### src/rtl/piso_serializer.sv
// Parallel-in/serial-out shifter: one word per handshake, MSB first, each bit held 2^DIV_BITS clocks.
// Optional trailing even-parity bit when PISO_PARITY_EN is defined.
module piso_serializer #(
  parameter int WIDTH    = 4,
  parameter int DIV_BITS = 26
) (
  input  logic             clk,
  input  logic             reset,
  input  logic [WIDTH-1:0] din,
  input  logic             din_valid,
  output logic             din_ready,
  output logic             sout,
  output logic             busy,
  output logic             done
);

  localparam int CW = $clog2(WIDTH);

`ifdef PISO_PARITY_EN
  typedef enum logic [1:0] {IDLE, SHIFT, PARITY} state_t;
`else
  typedef enum logic {IDLE, SHIFT} state_t;
`endif

  state_t              state_q, state_d;
  logic [WIDTH-1:0]    shift_q, shift_d;
  logic [CW-1:0]       cnt_q, cnt_d;
  logic [DIV_BITS-1:0] div_q, div_d;
  logic                done_q, done_d;
  logic                tick;
`ifdef PISO_PARITY_EN
  logic                parity_q, parity_d;
`endif

  assign tick = &div_q;

  always_ff @(posedge clk or posedge reset) begin
    if (reset) begin
      state_q <= IDLE;
      shift_q <= '0;
      cnt_q   <= '0;
      div_q   <= '0;
      done_q  <= 1'b0;
`ifdef PISO_PARITY_EN
      parity_q <= 1'b0;
`endif
    end else begin
      state_q <= state_d;
      shift_q <= shift_d;
      cnt_q   <= cnt_d;
      div_q   <= div_d;
      done_q  <= done_d;
`ifdef PISO_PARITY_EN
      parity_q <= parity_d;
`endif
    end
  end

  always_comb begin
    state_d = state_q;
    shift_d = shift_q;
    cnt_d   = cnt_q;
    div_d   = div_q;
    done_d  = 1'b0;
`ifdef PISO_PARITY_EN
    parity_d = parity_q;
`endif
    case (state_q)
      IDLE: begin
        // Divider held at zero so the first bit gets a full period.
        div_d = '0;
        if (din_valid) begin
          shift_d = din;
          cnt_d   = '0;
          state_d = SHIFT;
`ifdef PISO_PARITY_EN
          parity_d = ^din;
`endif
        end
      end
      SHIFT: begin
        div_d = div_q + 1'b1;
        if (tick) begin
          if (cnt_q != CW'(WIDTH - 1)) begin
            shift_d = {shift_q[WIDTH-2:0], 1'b0};
            cnt_d   = cnt_q + 1'b1;
          end else begin
`ifdef PISO_PARITY_EN
            state_d = PARITY;
`else
            state_d = IDLE;
            done_d  = 1'b1;
`endif
          end
        end
      end
`ifdef PISO_PARITY_EN
      PARITY: begin
        div_d = div_q + 1'b1;
        if (tick) begin
          state_d = IDLE;
          done_d  = 1'b1;
        end
      end
`endif
      default: state_d = IDLE;
    endcase
  end

  always_comb begin
    sout = 1'b1;
    case (state_q)
      SHIFT:   sout = shift_q[WIDTH-1];
`ifdef PISO_PARITY_EN
      PARITY:  sout = parity_q;
`endif
      default: sout = 1'b1;
    endcase
  end

  assign din_ready = (state_q == IDLE);
  assign busy      = (state_q != IDLE);
  assign done      = done_q;

endmodule

### config.mk
export PLATFORM = sky130hd
export DESIGN_NAME = piso_serializer
export DESIGN_NICKNAME = d
export VERILOG_FILES = /design/src/rtl/piso_serializer.sv
export SDC_FILE = /design/constraint.sdc
export NUM_CORES = 1
export LEC_CHECK = 0
export CORE_AREA = 2 2 88 90
export CTS_BUF_LIST = sky130_fd_sc_hd__clkbuf_16
export CTS_CLUSTER_DIAMETER = 80
export CTS_CLUSTER_SIZE = 28
export DETAILED_ROUTE_END_ITERATION = 8
export DIE_AREA = 0 0 90 92
export SYNTH_ARGS = -nofsm -noshare
export SYNTH_HDL_FRONTEND = slang
export SYNTH_SLANG_ARGS = --single-unit
### constraint.sdc
create_clock -name clk -period 3.45 [get_ports clk]
set_clock_uncertainty 0.15 [all_clocks]
set_input_delay 0.69 -clock clk [delete_from_list [all_inputs] [get_ports clk]]
set_output_delay 0.69 -clock clk [all_outputs]
set_load 0.005 [all_outputs]
==> metrics <==
CP max stage cell or3_1; Hold Startpoint div_q[0]; Final period util 0.725; Worst Path Max Fanout 15; row cnt 32; CP max stage delay between 600 and 700 ps; initial antenna violation count 0; final wirelength between 3 and 4 mm; grt total ovfl 0; number of cells on the worst hold path 1; Vias/cell about 4.7; Final Hold Vio Count 0; syn_nets approximately 190; CORE AREA 7450 um^2; DR iter-0 viols 72; Async S/R FF share, synth 1.00; Crit path arrival time between 2000 and 3000 ps; I/O pin cnt 11; Synth cell types 39; Fin Setup TNS 0 ps; P_leak 0.831 nW; main flop type after synthesis dfrtp_1; total track usage 0.0980; Sink Count 34; R2R Path End shift_q[1]; M1 GR Usage 0.128; Worst slew margin 0.453; max-cap viol count 0; yosys warns 0; crit end category flop; CTS tree yes; Final Critical Period 2500 ps; maximum clock rate 0.400 GHz; crit-path cells nand4_1 -> or3_1 -> o32a_4 -> mux2_4; dpl cells 290; worst slack, placed just over 900 ps; synthesized cell area between 1500 and 2000 um^2; maximum vdd drop 0.000227 V; Final ANT Viol Nets 0; largest net degree at the start of global routing 26; min-delay worst type reg2reg; DIE AREA 8280 um^2; EDFF count, synth 0; DRC Markers 0; Final Worst Setup Slack 949 ps; Final HPWL DP between 2 and 3 mm; die width 90 um; share of layout cells above drive strength 1 0.108; Num CTS Buffers 5; final slew viol count 0; final setup violation count 0; Reg-to-Reg Start div_q[3]; clock buffer depth 2; post-CTS resize count 0; RePlAce Congestion 0.728; Worst-path clk slew around 50 ps; Buf/Inv on CP 0; first drt pass iteration count 4; Pwr Density between 400 and 500 nW/um^2; Final Instance Count excl. Fillers between 200 and 300; Avg Cell Area, Syn 9.88 um^2; Initial Utilization 0.241; unrepaired setup endpoints after global routing no; Antenna diodes 0; vias in the first global route 1443; delay-heaviest family, CP simple AND/OR/NAND/NOR gates; Setup Buffers After CTS 0; Syn Inst Count about 180; H-tree depth 2; met2 usage 0.158; Yosys reg bits 34; latest clock arrival within the worst-skew pair 270 ps; Clock Tree Root clkbuf_16; Seq/Total Area, Yosys 0.473; CP required 3450 ps; Port-buffer cells 10; type of origin of the critical path flop; worst reg2reg setup slack between 900 and 1000 ps; worst-margin pin slew 820 ps; hold worst-path end div_q[0]; WL/cell roughly 12 um; Reg2Reg Depth 4; Via Count 1396; fin nets 204; layout overhead on the synthesized area 19.3%; Post-CTS Hold Buffers 0; busiest grt layer met2; run status completed; met3 usage 0.0279; Setup CP Type reg2reg; first-pass GRT wire length between 6 and 7 mm; Die H 92 um
-- registers in the layout (all words and copies together) (netlist names) --
name	cells
busy	1
cnt_q	2
div_q	26
done	1
shift_q	4
-- cells in the final DEF (no fill, tap or decap), drive strengths merged, types with 2 or more instances in the layout --
master         instances
o311ai                 2
ha                     2
clkdlybuf4s50         10
a21oi                 13
nor2b                  2
inv                    6
o21ai                  7
nand4                  7
nor4                   5
nand2                 16
or4                   10
nand3                  5
clkbuf                 5
dfrtp                 34
xor2                   3
buf                    4
xnor2                  6
nor2                  12
o31ai                  8
and2                   2
or3                   10
mux2                   6
nor3                   4
nand2b                 3
-- Yosys cell counts (2+ instances only) --
master	instances	area (um^2)
dfrtp_1	34	851
nand2_1	16	60.1
a21oi_1	13	65.1
nor2_1	12	45.0
or3_1	10	62.6
o31ai_1	8	60.1
or4_1	8	60.1
inv_1	6	22.5
nand4_1	6	37.5
xnor2_1	6	52.6
clkbuf_1	5	18.8
nand3_1	5	25.0
nor4_1	5	31.3
nor3_1	4	20.0
o21ai_1	4	20.0
mux2_2	3	33.8
mux2_4	3	45.0
nand2b_1	3	18.8
o21ai_0	3	15.0
xor2_1	3	26.3
and2_1	2	12.5
buf_2	2	10.0
ha_1	2	25.0
nor2b_1	2	12.5
o311ai_1	2	17.5
or4_4	2	22.5
-- power breakdown --
group	switching, mW	total (mW)	internal, mW
clock	0.146	0.401	0.256
sequential	0.0439	0.490	0.446
combinational	0.0711	0.137	0.0656
total	0.261	1.03	0.767
-- routing by layer --
metal	wire length [um]	share of wire
met1	1780	0.49
met2	1700	0.46
met3	135	0.037
met4	37	0.010
met5	0	0
-- worst max-delay path by stage --
stage | startpoint | to | cells past startpoint
floorplan | div_q[0] | shift_q[1] | 5
global placement | din_valid | shift_q[3] | 5
detailed placement | din_valid | shift_q[2] | 5
CTS | div_q[3] | shift_q[1] | 4
global route | div_q[3] | shift_q[2] | 4
finish | div_q[3] | shift_q[1] | 4
-- logic make-up (layout without fill, tap and decap cells) --
group / Yosys count / after routing / synth area share
AND/OR/NAND/NOR: 81 / 81 / 0.255
flip-flops: 34 / 34 / 0.473
buffers and inverters: 14 / 26 / 0.0348
multiplexers: 7 / 7 / 0.0494
XOR/XNOR: 9 / 9 / 0.0438
AO/OA/AOI/OAI: 35 / 35 / 0.130
adder cells (fa/ha/maj): 2 / 2 / 0.0139
-- worst register-to-register path, cell delays in order, from the launching register on --
cell and delay, ps:
dfrtp_1 410, nand4_1 380, or3_1 690, o32a_4 460, mux2_4 300
-- through the flow --
step                utilization  cell area [um^2]  total power [mW]  hold WS, ps
floorplan                     -              1800             0.591          295
global placement          0.271              2020             0.631          319
detailed placement        0.271              2020             0.635          319
CTS                       0.288              2140              1.04          326
global route              0.288              2140              1.09          348
finish                    0.288              2140              1.03          327
-- layout make-up --
type / count / area, um^2
clock buffer: 5 / 125
clock inverter: 1 / 3.75
fill: 800 / 5300
inverter: 6 / 22.5
multi-input combinational: 134 / 885
sequential: 34 / 851
tap: 102 / 128
timing repair buffer: 14 / 130
Power figures use the tool's default switching activity.
